File: src/rtl/simple_pkg.sv
// Shared encodings for the phase sequencer: states, opcode fields, branch
// conditions, CCR bit positions and the instruction-class decoder.
package simple_pkg;

    typedef enum logic [2:0] {
        ST_IDLE = 3'd0,
        ST_P1   = 3'd1,
        ST_P2   = 3'd2,
        ST_P3   = 3'd3,
        ST_P4   = 3'd4,
        ST_P5   = 3'd5,
        ST_HALT = 3'd6
    } state_t;

    typedef enum logic [3:0] {
        CL_NOP, CL_ALU, CL_CMP, CL_IN, CL_OUT, CL_HLT, CL_LW,
        CL_ST, CL_LI, CL_ADDI, CL_SUBI, CL_B, CL_BCC
    } iclass_t;

    localparam logic [3:0] OP3_ADD = 4'b0000;
    localparam logic [3:0] OP3_SUB = 4'b0001;
    localparam logic [3:0] OP3_ADC = 4'b0010;
    localparam logic [3:0] OP3_SBC = 4'b0011;
    localparam logic [3:0] OP3_AND = 4'b0100;
    localparam logic [3:0] OP3_CMP = 4'b0101;
    localparam logic [3:0] OP3_OR  = 4'b0110;
    localparam logic [3:0] OP3_XOR = 4'b0111;
    localparam logic [3:0] OP3_SLL = 4'b1000;
    localparam logic [3:0] OP3_SLR = 4'b1001;
    localparam logic [3:0] OP3_SRL = 4'b1010;
    localparam logic [3:0] OP3_SRA = 4'b1011;
    localparam logic [3:0] OP3_IN  = 4'b1100;
    localparam logic [3:0] OP3_OUT = 4'b1101;
    localparam logic [3:0] OP3_HLT = 4'b1111;

    localparam logic [1:0] OP2_LW  = 2'b00;
    localparam logic [1:0] OP2_ST  = 2'b01;
    localparam logic [1:0] OP2_IMM = 2'b10;
    localparam logic [1:0] OP2_ALU = 2'b11;

    localparam logic [4:0] OPC_LI   = 5'b10000;
    localparam logic [4:0] OPC_ADDI = 5'b10001;
    localparam logic [4:0] OPC_SUBI = 5'b10010;
    localparam logic [4:0] OPC_B    = 5'b10100;
    localparam logic [4:0] OPC_BCC  = 5'b10111;

    localparam logic [2:0] COND_BE  = 3'b000;
    localparam logic [2:0] COND_BLT = 3'b001;
    localparam logic [2:0] COND_BLE = 3'b010;
    localparam logic [2:0] COND_BNE = 3'b011;

    localparam int CCR_S = 3;
    localparam int CCR_Z = 2;
    localparam int CCR_C = 1;
    localparam int CCR_V = 0;

    function automatic iclass_t decode_class(input logic [15:0] ins);
        iclass_t cls;
        cls = CL_NOP;
        case (ins[15:14])
            OP2_LW:  cls = CL_LW;
            OP2_ST:  cls = CL_ST;
            OP2_ALU: begin
                if (ins[7:4] == OP3_CMP)       cls = CL_CMP;
                else if (ins[7:4] <= OP3_SRA)  cls = CL_ALU;
                else if (ins[7:4] == OP3_IN)   cls = CL_IN;
                else if (ins[7:4] == OP3_OUT)  cls = CL_OUT;
                else if (ins[7:4] == OP3_HLT)  cls = CL_HLT;
                else                           cls = CL_NOP;
            end
            default: begin
                case (ins[15:11])
                    OPC_LI:   cls = CL_LI;
                    OPC_ADDI: cls = CL_ADDI;
                    OPC_SUBI: cls = CL_SUBI;
                    OPC_B:    cls = CL_B;
                    OPC_BCC:  cls = CL_BCC;
                    default:  cls = CL_NOP;
                endcase
            end
        endcase
        return cls;
    endfunction

endpackage

File: src/rtl/simple_br_eval.sv
// Branch resolution: decides whether a B/Bcc instruction redirects the PC
// based on the condition field and the current CCR.
module simple_br_eval
    import simple_pkg::*;
(
    input  iclass_t    cls,
    input  logic [2:0] cond,
    input  logic [3:0] ccr,
    output logic       taken
);

    logic s_flag, z_flag, v_flag;
    logic unused_carry;

    assign s_flag       = ccr[CCR_S];
    assign z_flag       = ccr[CCR_Z];
    assign v_flag       = ccr[CCR_V];
    assign unused_carry = ccr[CCR_C];

    always_comb begin
        taken = 1'b0;
        if (cls == CL_B) begin
            taken = 1'b1;
        end else if (cls == CL_BCC) begin
            // cond 1xx encodings are reserved and never taken
            case (cond)
                COND_BE:  taken = z_flag;
                COND_BLT: taken = s_flag ^ v_flag;
                COND_BLE: taken = z_flag | (s_flag ^ v_flag);
                COND_BNE: taken = ~z_flag;
                default:  taken = 1'b0;
            endcase
        end
    end

endmodule

File: src/rtl/simple_phase_ctrl.sv
// Five-phase instruction sequencer with CCR and retired counter.
// Build option: define SKIP_P4_EN to bypass P4 for non-memory, non-branch classes.
module simple_phase_ctrl
    import simple_pkg::*;
#(
    parameter int RET_W = 16
) (
    input  logic             clk,
    input  logic             rst_n,
    input  logic             start,
    input  logic [15:0]      instr,
    input  logic [3:0]       code,
    input  logic             mem_ready,
    output logic [4:0]       phase,
    output logic             ir_we,
    output logic             pc_inc,
    output logic             pc_load,
    output logic             mem_re,
    output logic             mem_we,
    output logic             reg_we,
    output logic             out_we,
    output logic [3:0]       ccr,
    output logic             running,
    output logic             halted,
    output logic [RET_W-1:0] retired
);

    state_t           state_q, state_d;
    logic [3:0]       ccr_q, ccr_d;
    logic [RET_W-1:0] retired_q, retired_d;
    iclass_t          cls;
    logic             br_taken;
    logic             ccr_upd;
    logic             wb_reg;

    assign cls = decode_class(instr);

    simple_br_eval u_br_eval (
        .cls   (cls),
        .cond  (instr[10:8]),
        .ccr   (ccr_q),
        .taken (br_taken)
    );

    assign ccr_upd = (cls == CL_ALU) || (cls == CL_CMP) ||
                     (cls == CL_ADDI) || (cls == CL_SUBI);
    assign wb_reg  = (cls == CL_ALU) || (cls == CL_LW) || (cls == CL_LI) ||
                     (cls == CL_ADDI) || (cls == CL_SUBI) || (cls == CL_IN);

    always_ff @(posedge clk or negedge rst_n) begin
        if (!rst_n) begin
            state_q   <= ST_IDLE;
            ccr_q     <= 4'b0000;
            retired_q <= '0;
        end else begin
            state_q   <= state_d;
            ccr_q     <= ccr_d;
            retired_q <= retired_d;
        end
    end

    always_comb begin
        state_d   = state_q;
        ccr_d     = ccr_q;
        retired_d = retired_q;
        phase     = 5'b00000;
        ir_we     = 1'b0;
        pc_inc    = 1'b0;
        pc_load   = 1'b0;
        mem_re    = 1'b0;
        mem_we    = 1'b0;
        reg_we    = 1'b0;
        out_we    = 1'b0;
        halted    = 1'b0;
        case (state_q)
            ST_IDLE: begin
                if (start) state_d = ST_P1;
            end
            ST_P1: begin
                phase  = 5'b00001;
                mem_re = 1'b1;
                if (mem_ready) begin
                    ir_we   = 1'b1;
                    pc_inc  = 1'b1;
                    state_d = ST_P2;
                end
            end
            ST_P2: begin
                phase   = 5'b00010;
                state_d = ST_P3;
            end
            ST_P3: begin
                phase = 5'b00100;
                if (ccr_upd) ccr_d = code;
`ifdef SKIP_P4_EN
                if ((cls == CL_LW) || (cls == CL_ST) || (cls == CL_B) || (cls == CL_BCC))
                    state_d = ST_P4;
                else
                    state_d = ST_P5;
`else
                state_d = ST_P4;
`endif
            end
            ST_P4: begin
                phase   = 5'b01000;
                state_d = ST_P5;
                if (cls == CL_LW || cls == CL_ST) begin
                    mem_re = (cls == CL_LW);
                    mem_we = (cls == CL_ST);
                    if (!mem_ready) state_d = ST_P4;
                end
                pc_load = br_taken;
            end
            ST_P5: begin
                phase     = 5'b10000;
                reg_we    = wb_reg;
                out_we    = (cls == CL_OUT);
                retired_d = retired_q + RET_W'(1);
                state_d   = (cls == CL_HLT) ? ST_HALT : ST_P1;
            end
            ST_HALT: begin
                halted = 1'b1;
                if (start) state_d = ST_P1;
            end
            default: state_d = ST_IDLE;
        endcase
    end

    assign running = (phase != 5'b00000);
    assign ccr     = ccr_q;
    assign retired = retired_q;

endmodule

File: config.mk
export PLATFORM = sky130hd
export DESIGN_NAME = simple_phase_ctrl
export DESIGN_NICKNAME = d
export VERILOG_FILES = /design/src/rtl/simple_pkg.sv /design/src/rtl/simple_br_eval.sv /design/src/rtl/simple_phase_ctrl.sv
export SDC_FILE = /design/constraint.sdc
export NUM_CORES = 1
export LEC_CHECK = 0
export ABC_CLOCK_PERIOD_IN_PS = 3100
export CAP_MARGIN = 20
export CORE_MARGIN = 1.5
export CORE_UTILIZATION = 41
export DETAILED_ROUTE_END_ITERATION = 6
export HOLD_SLACK_MARGIN = 0.08
export PLACE_DENSITY = 0.82
export SYNTH_ARGS = -nofsm -noshare
export SYNTH_HDL_FRONTEND = slang
export SYNTH_SLANG_ARGS = --single-unit
File: constraint.sdc
create_clock -name clk -period 3.1 [get_ports clk]
set_clock_uncertainty 0.15 [all_clocks]
set_input_delay 0.465 -clock clk [delete_from_list [all_inputs] [get_ports clk]]
set_output_delay 0.465 -clock clk [all_outputs]
set_load 0.02 [all_outputs]
# After elaboration in Yosys (flattened, before gate mapping)
# Index checks and enable logic that the tools add are counted.
[op_classes] n_reduce_logical=16 n_mux=27 add_sub_neg=1 n_eq_ne=34 bitwise=3 magnitude_cmp=1
[op_table] operator="$eq A4 B4 Y1 const B" n=8
[op_table] operator="$eq A5 B5 Y1 const B" n=5
[op_table] operator="$pmux W5 S5" n=1
[op_table] operator="$mux W3" n=8
[op_table] operator="$eq A4 B3 Y1 const B" n=5
[op_table] operator="$pmux W4 S5" n=1
[op_table] operator="$pmux W3 S6" n=1
[op_table] operator="$add A16 B1 Y16 const B" n=1
[op_table] operator="$mux W1" n=13
[op_table] operator="$eq A3 B2 Y1 const B" n=4
[op_table] operator="$pmux W4 S3" n=1
[op_table] operator="$eq A3 B3 Y1 const B" n=3
[op_table] operator="$logic_or A1 B1 Y1" n=9
[op_table] operator="$eq A4 B2 Y1 const B" n=2
[op_table] operator="$eq A3 B1 Y1 const B" n=2
[op_table] operator="$logic_not A3 Y1" n=2
[op_table] operator="$reduce_bool A5 Y1" n=1
[op_table] operator="$eq A4 B1 Y1 const B" n=1
[op_table] operator="$le A4 B4 Y1 const B" n=1
[op_table] operator="$pmux W1 S4" n=1
[op_table] operator="$reduce_and A2 Y1" n=2
[op_table] operator="$eq A2 B1 Y1 const B" n=1
[op_table] operator="$eq A2 B2 Y1 const B" n=1
[op_table] operator="$logic_not A2 Y1" n=1
[op_table] operator="7 further kinds" n=7
[word_totals] in_bits=24 output_inout_bits=34 register_bits=23

# Logic depth before layout (Yosys ltp)
# Gate-level depths: netlist (run 1).
[depth] word_depth=14 ltp_mapped=6 depth_no_buf=6

# Hierarchy
# A second synthesis (run 1) with hierarchy kept.
[unflattened] cells_unflattened=151 hier_area_um2=1401.3
[modules_own_cells] mod="simple_phase_ctrl" area_each_um2=1331.3 n_inst=1 seq_area_each_um2=575.6 cells_each=140
[modules_own_cells] mod="simple_br_eval" area_each_um2=70.1 n_inst=1 seq_area_each_um2=0.0 cells_each=11

# Worst setup path after synthesis (run 1)
# OpenSTA, ideal clock, no wires.
[synth_timing] path_kind="flip-flop to output port" startpoint="register state_q[2]" endpoint="output pc_load" path_slack_ps=546 t_arrival_ps=1939 required_time_ps=2485 stages_incl_launch_ff=4 cell_sequence="dfrtp_1 clkbuf_1 nor3b_1 nor3b_1"
[synth_between] elab_chain_len=2
[synth_lines] item="start, declared" line_no="simple_phase_ctrl.sv:28" source="state_t state_q, state_d;"
[synth_lines] item="start signal, assigned" line_no="simple_phase_ctrl.sv:56" source="state_q <= state_d;"
[synth_lines] item="$eq A3 B3 Y1" line_no="simple_phase_ctrl.sv:75" source="case (state_q)"
[synth_lines] item="$mux W1" line_no="simple_phase_ctrl.sv:75"
[synth_lines] item="end, declared" line_no="simple_phase_ctrl.sv:17" source="output logic pc_load,"
# No other way between the ends.

# Worst setup path in the final report (run 1)
[layout_timing] startpoint="input instr[4]" endpoint="output mem_we"
[layout_between] elab_chain_len=11 elab_cells_between_ends=16 classes_between="order compare: 1; eq/ne: 6; mux: 8; reduce/logical: 1"
[layout_lines] item="start, declared" line_no="simple_phase_ctrl.sv:11" source="input logic [15:0] instr,"
[layout_lines] item="$eq A4 B4 Y1" line_no="simple_pkg.sv:68" source="else if (ins[7:4] == OP3_HLT) cls = CL_HLT;"
[layout_lines] item="$mux W3" line_no="simple_pkg.sv:68"
[layout_lines] item="$mux W3" line_no="simple_pkg.sv:67" source="else if (ins[7:4] == OP3_OUT) cls = CL_OUT;"
[layout_lines] item="$mux W3" line_no="simple_pkg.sv:66" source="else if (ins[7:4] == OP3_IN) cls = CL_IN;"
[layout_lines] item="$mux W3" line_no="simple_pkg.sv:65" source="else if (ins[7:4] <= OP3_SRA) cls = CL_ALU;"
[layout_lines] item="$mux W3 *" line_no="simple_pkg.sv:64" source="if (ins[7:4] == OP3_CMP) cls = CL_CMP;"
[layout_lines] item="$pmux W4 S3 *" line_no="simple_pkg.sv:60" source="case (ins[15:14])"
[layout_lines] item="$eq A4 B3 Y1, on equally long branches" line_no="simple_phase_ctrl.sv:107, simple_phase_ctrl.sv:109"
[layout_lines] item="$logic_or A1 B1 Y1" line_no="simple_phase_ctrl.sv:107" source="if (cls == CL_LW || cls == CL_ST) begin"
[layout_lines] item="$mux W1 *" line_no="simple_phase_ctrl.sv:107"
[layout_lines] item="$mux W1 *" line_no="simple_phase_ctrl.sv:75"
[layout_lines] item="end, declared" line_no="simple_phase_ctrl.sv:19" source="output logic mem_we,"
# Mark *: on every way between the ends. The rest lies on a longest branch, timed or not.

==> results of run 1 <==
==> what timing repair did <==
| action | in CTS | in global routing |
|---|---|---|
| gates resized for setup | 1 | 7 |
| buffers inserted | 0 | 0 |
| endpoints found under the setup margin | 1 | 4 |
| pin swaps | 0 | 0 |
==> critical path: stages <==
cell             delay, ns
clkdlybuf4s50_1       0.49
and3b_2               0.22
o2111ai_2             0.25
o211ai_1              0.15
nor2_1                0.13
clkdlybuf4s50_1       0.62
==> layout by cell type, fill, tap and decap left out, drive strengths merged, types with 2 or more instances in the layout <==
cell | Yosys | final
a211oi | 2 | 2
a21oi | 6 | 6
and2 | 2 | 2
and3 | 5 | 5
and3b | 2 | 2
buf | 1 | 8
clkbuf | 4 | 4
clkdlybuf4s50 | 0 | 49
dfrtp | 23 | 23
dlymetal6s2s | 0 | 4
inv | 4 | 4
mux2 | 5 | 5
nand2 | 16 | 16
nand2b | 2 | 2
nand3 | 4 | 4
nand3b | 2 | 2
nand4 | 4 | 4
nor2 | 13 | 13
nor3 | 4 | 4
nor3b | 6 | 6
o21ai | 7 | 7
xnor2 | 12 | 12
xor2 | 7 | 7
==> cell type report <==
| class | count | area, um^2 | share of cell area, % |
|---|---|---|---|
| Clock buffer | 4 | 26.28 | 1.285 |
| Tap cell | 44 | 55.05 | 2.693 |
| Timing Repair Buffer | 61 | 600.6 | 29.38 |
| Sequential cell | 23 | 575.6 | 28.15 |
| Multi-Input combinational cell | 112 | 772.0 | 37.76 |
| Inverter | 4 | 15.01 | 0.7344 |
==> stage by stage <==
stage / setup slack, ns / instance area (um^2) / util [%] / hold WS, ns
2_1_floorplan: 0.5461 / 1370 / - / 0.01941
3_3_place_gp: 0.04267 / 1993 / 64.23 / 0.3078
3_5_place_dp: 0.006001 / 1993 / 64.23 / 0.3153
4_1_cts: 0.001041 / 2024 / 65.24 / 0.3360
5_1_grt: 0.07730 / 2044 / 65.89 / 0.3646
6_report: 0.1495 / 2044 / 65.89 / 0.3261
==> metal layers <==
metal / wire [um] / up-vias
met5: 0 / -
met4: 60 / 0
met3: 241 / 11
met2: 1588 / 70
met1: 1427 / 611
li1: - / 623
==> power groups by stage <==
stage	Sequential (W)	Combinational [W]	Clock, W
after floorplan	0.000490	0.000333	0
after global placement	0.000473	0.000625	0
after detailed placement	0.000479	0.000640	0
after CTS	0.000475	0.000646	0.000138
after global routing	0.000493	0.000691	0.000150
final	0.000477	0.000644	0.000133
==> flip-flops by register name, summed over array words and instances (netlist names) <==
| signal | count |
|---|---|
| ccr | 4 |
| retired | 16 |
| state_q | 3 |
==> cell families (layout without fill, tap and decap cells) <==
kind of cell / after synthesis / in the layout / share of synthesized area (%)
and+or+nand+nor: 64 / 64 / 25.57
AOI/OAI and AO/OA: 23 / 23 / 11.42
DFF: 23 / 23 / 42.01
xor gates and xnor gates: 19 / 19 / 12.15
buffers and inverters: 9 / 69 / 2.739
muxes: 5 / 5 / 5.206
adders and majority gates: 1 / 1 / 0.9131
==> path summary, 6_finish.rpt <==
path,start,end,slack (ns),cells after the start
setup / recovery,instr[4],mem_we,0.15,6
hold / removal,retired[15]$_DFFE_PN0P_,retired[15]$_DFFE_PN0P_,0.33,1
setup reg to reg,state_q[2]$_DFFE_PN0P_,retired[15]$_DFFE_PN0P_,0.86,6
hold reg to reg,retired[15]$_DFFE_PN0P_,retired[15]$_DFFE_PN0P_,0.33,1
max in group asynchronous,rst_n,retired[3]$_DFFE_PN0P_,2.23,2
min in group asynchronous,rst_n,ccr[1]$_DFFE_PN0P_,0.34,2
==> impl_metrics.tcl, run 1 <==
set metrics [dict create \
    status "completed" \
    cellLeakagePower_nw 0.9393 \
    clkTransAtPathRegs_ns 0.11 \
    initial_utilization_pct 44.15 \
    worst-endpoint-required_ns 2.48 \
    met2_usage_pct 36.10 \
    antenna_found_initial 0 \
    hold_class "flip-flop to flip-flop" \
    wire_per_inst_um 13.38 \
    period_minus_slack_ns 2.950 \
    core-area_mm2 0.003103 \
    worstMarginPinSlew_ns 0.5132 \
    period_share_pct 95.18 \
    port_buffers 53 \
    p_int_w 0.0007544 \
    htreeDepth 1 \
    drc 0 \
    die_area_mm2 0.003697 \
    synth_edf_count 0 \
    clock_sinks 23 \
    drive_above_1_share_pct 12.25 \
    synth_cell_types 38 \
    viasPerCell 5.302 \
    cts_root_buf "clkbuf_4" \
    crit_fanout 3 \
    synth.top_cell.area_share_pct 42.01 \
    yosysMostFrequentCell "dfrtp_1" \
    grtUsageMet1_pct 22.72 \
    peakVddDrop_v 0.0004414 \
    slew_violations 0 \
    diodes 0 \
    grt_busiest_layer "met2" \
    first_pass_iters 4 \
    critical_path_class "input port to primary output" \
    grt_pass1_wl_mm 5.478 \
    slew_headroom_pct 65.71 \
    grt-ovfl-total 0 \
    cts.path.max_buffers 2 \
    fin_tns_setup_ns 0 \
    crit_arrival_ns 2.34 \
    drt-initial-drc-count 37 \
    syn_nets 169 \
    synth-seq-cells 23 \
    postSynthAreaPerCell_um2 9.514 \
    finalHoldViolCount 0 \
    combPwrFrac_pct 51.3 \
    grt_max_degree 24 \
    die_h_um 60.81 \
    ys_seq_area_share_pct 42.01 \
    nets 230 \
    io_pins 58 \
    final_cells 248 \
    maxCapViolCount 0 \
    antenna_left 0 \
    async_reset_ff_share_pct 100.0 \
    synth.top_cells.by_count "dfrtp_1 (23), nand2_1 (16), nor2_1 (13)" \
    yosysTopAreaCell "dfrtp_1" \
    total_power_w 0.001254 \
    nFillCells 265 \
    rows 20 \
    cts_tree "yes" \
    worst_setup_path_start_kind "input port" \
    setup_viol 0 \
    dp_hpwl_mm 2.619 \
    vias 1315 \
    clkLatencyLatePin_ns 0.30 \
    synthCells 144 \
    grt_usage_pct 19.39 \
    fp.dieW_um 60.81 \
    synthFlopType "dfrtp_1" \
    hold_buffers 0 \
    grt_use_met3_pct 2.985 \
    pwr-share-seq_pct 38.0 \
    area_growth_pct 49.22 \
    fmax_mhz 338.9 \
    clockPowerShare_pct 10.6 \
    place_congestion 0.9002 \
    yosysWarnings 0 \
    numCtsBuffers 3 \
    rsz0062_at_grt "false" \
    synth.area.top_cells "dfrtp_1 (42%), xnor2_1 (7.7%), xor2_1 (4.5%)" \
    drt-total-wl_mm 3.318 \
    power_density_mw_per_mm2 613.4 \
    syn-cell-area_mm2 0.001370 \
    first_global_vias 1279 \
    endpoint_kind "primary output" \
    switching_share_pct 39.84 \
    dp_cells 244 \
    p_switching_w 0.0004996 \
]
(Power assumes the default switching activity.)
==> inputs of run 2 (changes only) <==
--- a/config.mk
+++ b/config.mk
@@ -7,6 +7,7 @@
 export LEC_CHECK = 0
 export ABC_CLOCK_PERIOD_IN_PS = 3100
 export CAP_MARGIN = 20
+export CORE_ASPECT_RATIO = 1.25
 export CORE_MARGIN = 1.5
 export CORE_UTILIZATION = 41
 export DETAILED_ROUTE_END_ITERATION = 6
==> run 2 against run 1 <==
Against the previous run: die area about the same; final cell count down 2.8%; flip-flop and latch count unchanged; largest power group unchanged; count of clock-buffer cells in the layout unchanged; combinational power down 0.6%; non-clock buffer count unchanged; clock power up 40%; critical path depth unchanged; first-iteration DRC count down 27%.
==> impl_metrics.tcl, run 2 (synthesis results as in run 1) <==
set metrics [dict create \
    status "completed" \
    cellLeakagePower_nw 0.9304 \
    grt_max_degree 24 \
    die_h_um 67.63 \
    nets 230 \
    switching_share_pct 38.51 \
    rows 23 \
    crit_arrival_ns 2.38 \
    rsz0062_at_grt "false" \
    multi_input_area_um2 768.2 \
    hold_class "input port to async pin" \
    cp_top_family "buffers and inverters" \
    drive_above_1_share_pct 12.75 \
    viasPerCell 5.407 \
    clkLatencyLatePin_ns 0.27 \
    worst_setup_path_start_kind "input port" \
    setup_viol 0 \
    dp_hpwl_mm 2.526 \
    worst-endpoint-required_ns 2.48 \
    regArea_um2 575.6 \
    combPwrFrac_pct 49.3 \
    finalHoldViolCount 0 \
    core-area_mm2 0.003194 \
    cts_tree "yes" \
    path_cells "clkdlybuf4s50_1 -> o21ai_0 -> a2111oi_2 -> nor2_1 -> nor3b_1 -> clkdlybuf4s50_1" \
    antenna_found_initial 0 \
    layout_common_cells "clkdlybuf4s50_1 (50), dfrtp_1 (23), nand2_1 (16)" \
    critical_path_class "input port to primary output" \
    grt_usage_pct 20.07 \
    worstMarginPinSlew_ns 0.4807 \
    nFillCells 265 \
    wire_per_inst_um 13.64 \
    p_int_w 0.0007984 \
    maxCapViolCount 0 \
    antenna_left 0 \
    ff2ff_setup_slack_ns 0.81 \
    io_pins 58 \
    cp_common_cell "clkdlybuf4s50_1" \
    pre_cts_slack_ns -0.02706 \
    final_common_cell "clkdlybuf4s50_1" \
    die_area_mm2 0.003700 \
    drt-initial-drc-count 27 \
    grt-ovfl-total 0 \
    largest_register_ffs 16 \
    vias 1303 \
    initial_utilization_pct 42.89 \
    fmax_mhz 334.1 \
    numCtsBuffers 3 \
    slew_headroom_pct 67.88 \
    peakVddDrop_v 0.0004889 \
    pwr-share-seq_pct 36.4 \
    critPathSlowestCell "clkdlybuf4s50_1" \
    cts_root_buf "clkbuf_8" \
    place_congestion 0.7638 \
    first_pass_iters 4 \
    clock_sinks 23 \
    slowest_delay_ns 0.63 \
    htreeDepth 1 \
    slew_violations 0 \
    fin_ws_ns 0.1070 \
    crit_fanout 3 \
    drt-total-wl_mm 3.288 \
    fp.dieW_um 54.71 \
    power_density_mw_per_mm2 631.6 \
    holdWs_ns 0.3315 \
    cp_num_buf_inv 2 \
    area_growth_pct 50.05 \
    drc 0 \
    endpoint_kind "primary output" \
    clkTransAtPathRegs_ns 0.07 \
    hold_buffers 0 \
    period_share_pct 96.55 \
    cts.path.max_buffers 2 \
    clockPowerShare_pct 14.3 \
    first_global_vias 1257 \
    port_buffers 53 \
    grt_pass1_wl_mm 5.513 \
    diodes 0 \
    p_switching_w 0.0004999 \
    period_minus_slack_ns 2.993 \
]
[run 2: power groups by stage]
stage / Clock (W) / Combinational (W) / Sequential, W
2_1_floorplan: 0 / 0.000333 / 0.000490
4_1_cts: 0.000191 / 0.000639 / 0.000473
3_5_place_dp: 0 / 0.000632 / 0.000478
5_1_grt: 0.000200 / 0.000692 / 0.000486
3_3_place_gp: 0 / 0.000624 / 0.000472
6_report: 0.000186 / 0.000640 / 0.000473
[run 2: cell type report]
| class | count | area share [%] |
|---|---|---|
| inverters | 4 | 0.7304 |
| clock buffers | 4 | 2.191 |
| flip-flops and latches | 23 | 28.00 |
| well taps | 37 | 2.252 |
| repair buffers | 61 | 29.46 |
| multi-input cells | 112 | 37.37 |
[run 2: through the flow]
stage          util [%]  power (W)  cells  cell area (um^2)  TNS (ns)
2_1_floorplan         -  0.0008232    144              1370         0
3_3_place_gp      61.89   0.001096    236              1977         0
3_5_place_dp      61.89   0.001110    236              1977  -0.02706
4_1_cts           63.45   0.001302    240              2027         0
5_1_grt           64.36   0.001378    241              2056         0
6_report          64.36   0.001298    241              2056         0
[run 2: timing repair]
action / CTS / global route
gates resized for setup: 1 / 6
endpoints found under the hold margin: 0 / 0
setup buffers: 0 / 0
setup endpoints to repair: 1 / 4
[run 2: final timing paths]
| path | cells past startpoint | to | startpoint |
|---|---|---|---|
| max in group asynchronous | 2 | retired[6]$_DFFE_PN0P_ | rst_n |
| worst min-delay path | 1 | retired[5]$_DFFE_PN0P_ | rst_n |
| worst min register to register | 1 | retired[15]$_DFFE_PN0P_ | retired[15]$_DFFE_PN0P_ |
| worst max-delay path | 6 | pc_load | instr[9] |
| worst max register to register | 6 | retired[15]$_DFFE_PN0P_ | state_q[2]$_DFFE_PN0P_ |
| min in group clk | 1 | retired[15]$_DFFE_PN0P_ | retired[15]$_DFFE_PN0P_ |
[run 2: metal layers]
| metal | GRT usage, % | vias to the layer above | share of wire (%) |
|---|---|---|---|
| li1 | - | 625 | - |
| met1 | 23.68 | 606 | 42 |
| met2 | 35.42 | 64 | 50 |
| met3 | 2.655 | 8 | 6.4 |
| met4 | 8.125 | 0 | 2.1 |
| met5 | 0 | - | 0 |
==> inputs of run 3 (changes only) <==
--- a/config.mk
+++ b/config.mk
@@ -5,11 +5,12 @@
 export SDC_FILE = /design/constraint.sdc
 export NUM_CORES = 1
 export LEC_CHECK = 0
-export ABC_CLOCK_PERIOD_IN_PS = 3100
+export ABC_CLOCK_PERIOD_IN_PS = 2800
 export CAP_MARGIN = 20
 export CORE_ASPECT_RATIO = 1.25
-export CORE_MARGIN = 1.5
+export CORE_MARGIN = 2
 export CORE_UTILIZATION = 41
+export CTS_CLUSTER_SIZE = 24
 export DETAILED_ROUTE_END_ITERATION = 6
 export HOLD_SLACK_MARGIN = 0.08
 export PLACE_DENSITY = 0.82
==> constraint.sdc (replaced) <==
create_clock -name clk -period 2.8 [get_ports clk]
set_clock_uncertainty 0.15 [all_clocks]
set_input_delay 0.42 -clock clk [delete_from_list [all_inputs] [get_ports clk]]
set_output_delay 0.42 -clock clk [all_outputs]
set_load 0.02 [all_outputs]
==> run 3 against run 2 <==
Against the previous run: register-to-register slack worse by 0.24 ns; non-clock buffer count up 10; critical path depth stayed put; worst hold slack got worse by 0.0036 ns; final cell count increased by 4.1%; first-iteration DRC count rose by 7.4%; routed wire length grew 1.8%; die area is 3.3% higher; combinational power up 16%; final area is 3.0% higher; largest cell class unchanged; largest power group unchanged.
==> impl_metrics.tcl, run 3 (synthesis results as in run 1) <==
set metrics [dict create \
    slew_violations 0 \
    period_minus_slack_ns 2.726 \
    startpoint "instr[11]" \
    endpoint "out_we" \
    io_pins 58 \
    drc 0 \
    setup_viol 0 \
    drt-total-wl_mm 3.347 \
    die_h_um 68.63 \
    reg2reg_from "state_q[0]$_DFFE_PN0P_" \
    diodes 0 \
    rows 23 \
    worstMarginPinSlew_ns 0.5682 \
    rsz0062_at_grt "false" \
    final_common_cell "clkdlybuf4s50_1" \
    worst-endpoint-required_ns 2.23 \
    core-area_mm2 0.003194 \
    viasPerCell 5.311 \
    htreeDepth 1 \
    cts_root_buf "clkbuf_8" \
    largest_register_ffs 16 \
    drive_above_1_share_pct 17.76 \
    port_buffers 53 \
    vias 1333 \
    status "completed" \
    finalHoldViolCount 0 \
    cellLeakagePower_nw 0.9497 \
    place_congestion 0.8037 \
    fin_tns_setup_ns 0 \
    fin_ws_ns 0.07364 \
    slew_headroom_pct 62.00 \
    worst_setup_path_start_kind "input port" \
    antenna_left 0 \
    drt-initial-drc-count 29 \
    multi_input_area_um2 768.2 \
    crit_fanout 5 \
    peakVddDrop_v 0.0004794 \
    pre_cts_slack_ns -0.2655 \
    fmax_mhz 366.8 \
    clock_sinks 23 \
    die_area_mm2 0.003823 \
    wire_per_inst_um 13.33 \
    power_density_mw_per_mm2 688.2 \
    regArea_um2 575.6 \
    clkLatencyLatePin_ns 0.26 \
    period_share_pct 97.37 \
    area_growth_pct 54.52 \
    nFillCells 263 \
    ff2ff_setup_slack_ns 0.57 \
    grt_pass1_wl_mm 5.706 \
    first_global_vias 1335 \
    maxCapViolCount 0 \
    layout_common_cells "clkdlybuf4s50_1 (49), dfrtp_1 (23), buf_4 (17)" \
    crit_arrival_ns 2.16 \
    grt_max_degree 24 \
    rr_worst_depth 6 \
    numCtsBuffers 3 \
    grt_usage_pct 18.53 \
    first_pass_iters 4 \
    clkTransAtPathRegs_ns 0.08 \
    r2r-end "retired[15]$_DFFE_PN0P_" \
    hold_class "flip-flop to flip-flop" \
    critical_path_class "input port to primary output" \
    cts.path.max_buffers 2 \
    initial_utilization_pct 42.89 \
    antenna_found_initial 0 \
    endpoint_kind "primary output" \
    fp.dieW_um 55.71 \
    nets 240 \
    grt-ovfl-total 0 \
    dp_hpwl_mm 2.690 \
    cts_tree "yes" \
]
-- run 3: worst min path at each step --
stage | startpoint | to | slack, ns | depth (start not counted)
2_1_floorplan | rst_n | ccr[0]$_DFFE_PN0P_ | -0.03 | 0
3_3_place_gp | retired[15]$_DFFE_PN0P_ | retired[15]$_DFFE_PN0P_ | 0.31 | 1
3_5_place_dp | retired[15]$_DFFE_PN0P_ | retired[15]$_DFFE_PN0P_ | 0.31 | 1
4_1_cts | retired[15]$_DFFE_PN0P_ | retired[15]$_DFFE_PN0P_ | 0.33 | 1
5_1_grt | retired[15]$_DFFE_PN0P_ | retired[15]$_DFFE_PN0P_ | 0.36 | 1
6_report | retired[15]$_DFFE_PN0P_ | retired[15]$_DFFE_PN0P_ | 0.33 | 1
-- run 3: worst max-delay path: stages --
cell	delay, ns
clkdlybuf4s50_1	0.48
xor2_1	0.20
a31o_2	0.27
a211oi_2	0.23
and3_2	0.22
dlygate4sd2_1	0.33
-- run 3: report_power, final --
part,total [W],internal (W),leakage (nW),switching [W]
clock,0.000201,0.0000992,0.0255,0.000101
sequential,0.000513,0.000407,0.305,0.000106
combinational,0.000743,0.000390,0.619,0.000353
-- run 3: layout make-up --
| type | instances | area share (%) |
|---|---|---|
| Clock buffer | 3 | 1.950 |
| Clock inverter | 1 | 0.2364 |
| Inverter | 4 | 0.7092 |
| Multi-Input combinational cell | 112 | 36.29 |
| Sequential cell | 23 | 27.19 |
| Tap cell | 37 | 2.187 |
| Timing Repair Buffer | 71 | 31.44 |
-- run 3: metrics by stage --
step	hold WS [ns]	instance area (um^2)	cells	total power, W	utilization, %
4_1_cts	0.3288	2092	249	0.001462	65.49
2_1_floorplan	-0.02559	1370	144	0.0009114	-
3_3_place_gp	0.3095	2044	245	0.001233	64.00
5_1_grt	0.3601	2117	251	0.001543	66.27
3_5_place_dp	0.3146	2044	245	0.001256	64.00
6_report	0.3280	2117	251	0.001457	66.27
-- run 3: layer usage --
metal / up-vias / global-route usage, % / part of all wire [%]
met5: - / 0 / 0
met4: 0 / 6.098 / 1.5
met3: 5 / 3.358 / 7.1
met2: 56 / 37.20 / 51
met1: 626 / 19.67 / 40
li1: 646 / - / -
-- run 3: repair_timing --
item                                   4_1_cts  5_1_grt
resized for setup                            6        7
hold buffers                                 0        0
setup endpoints to repair                    4        4
setup buffers                                0        1
pin swaps                                    0        1
endpoints found under the hold margin        0        0
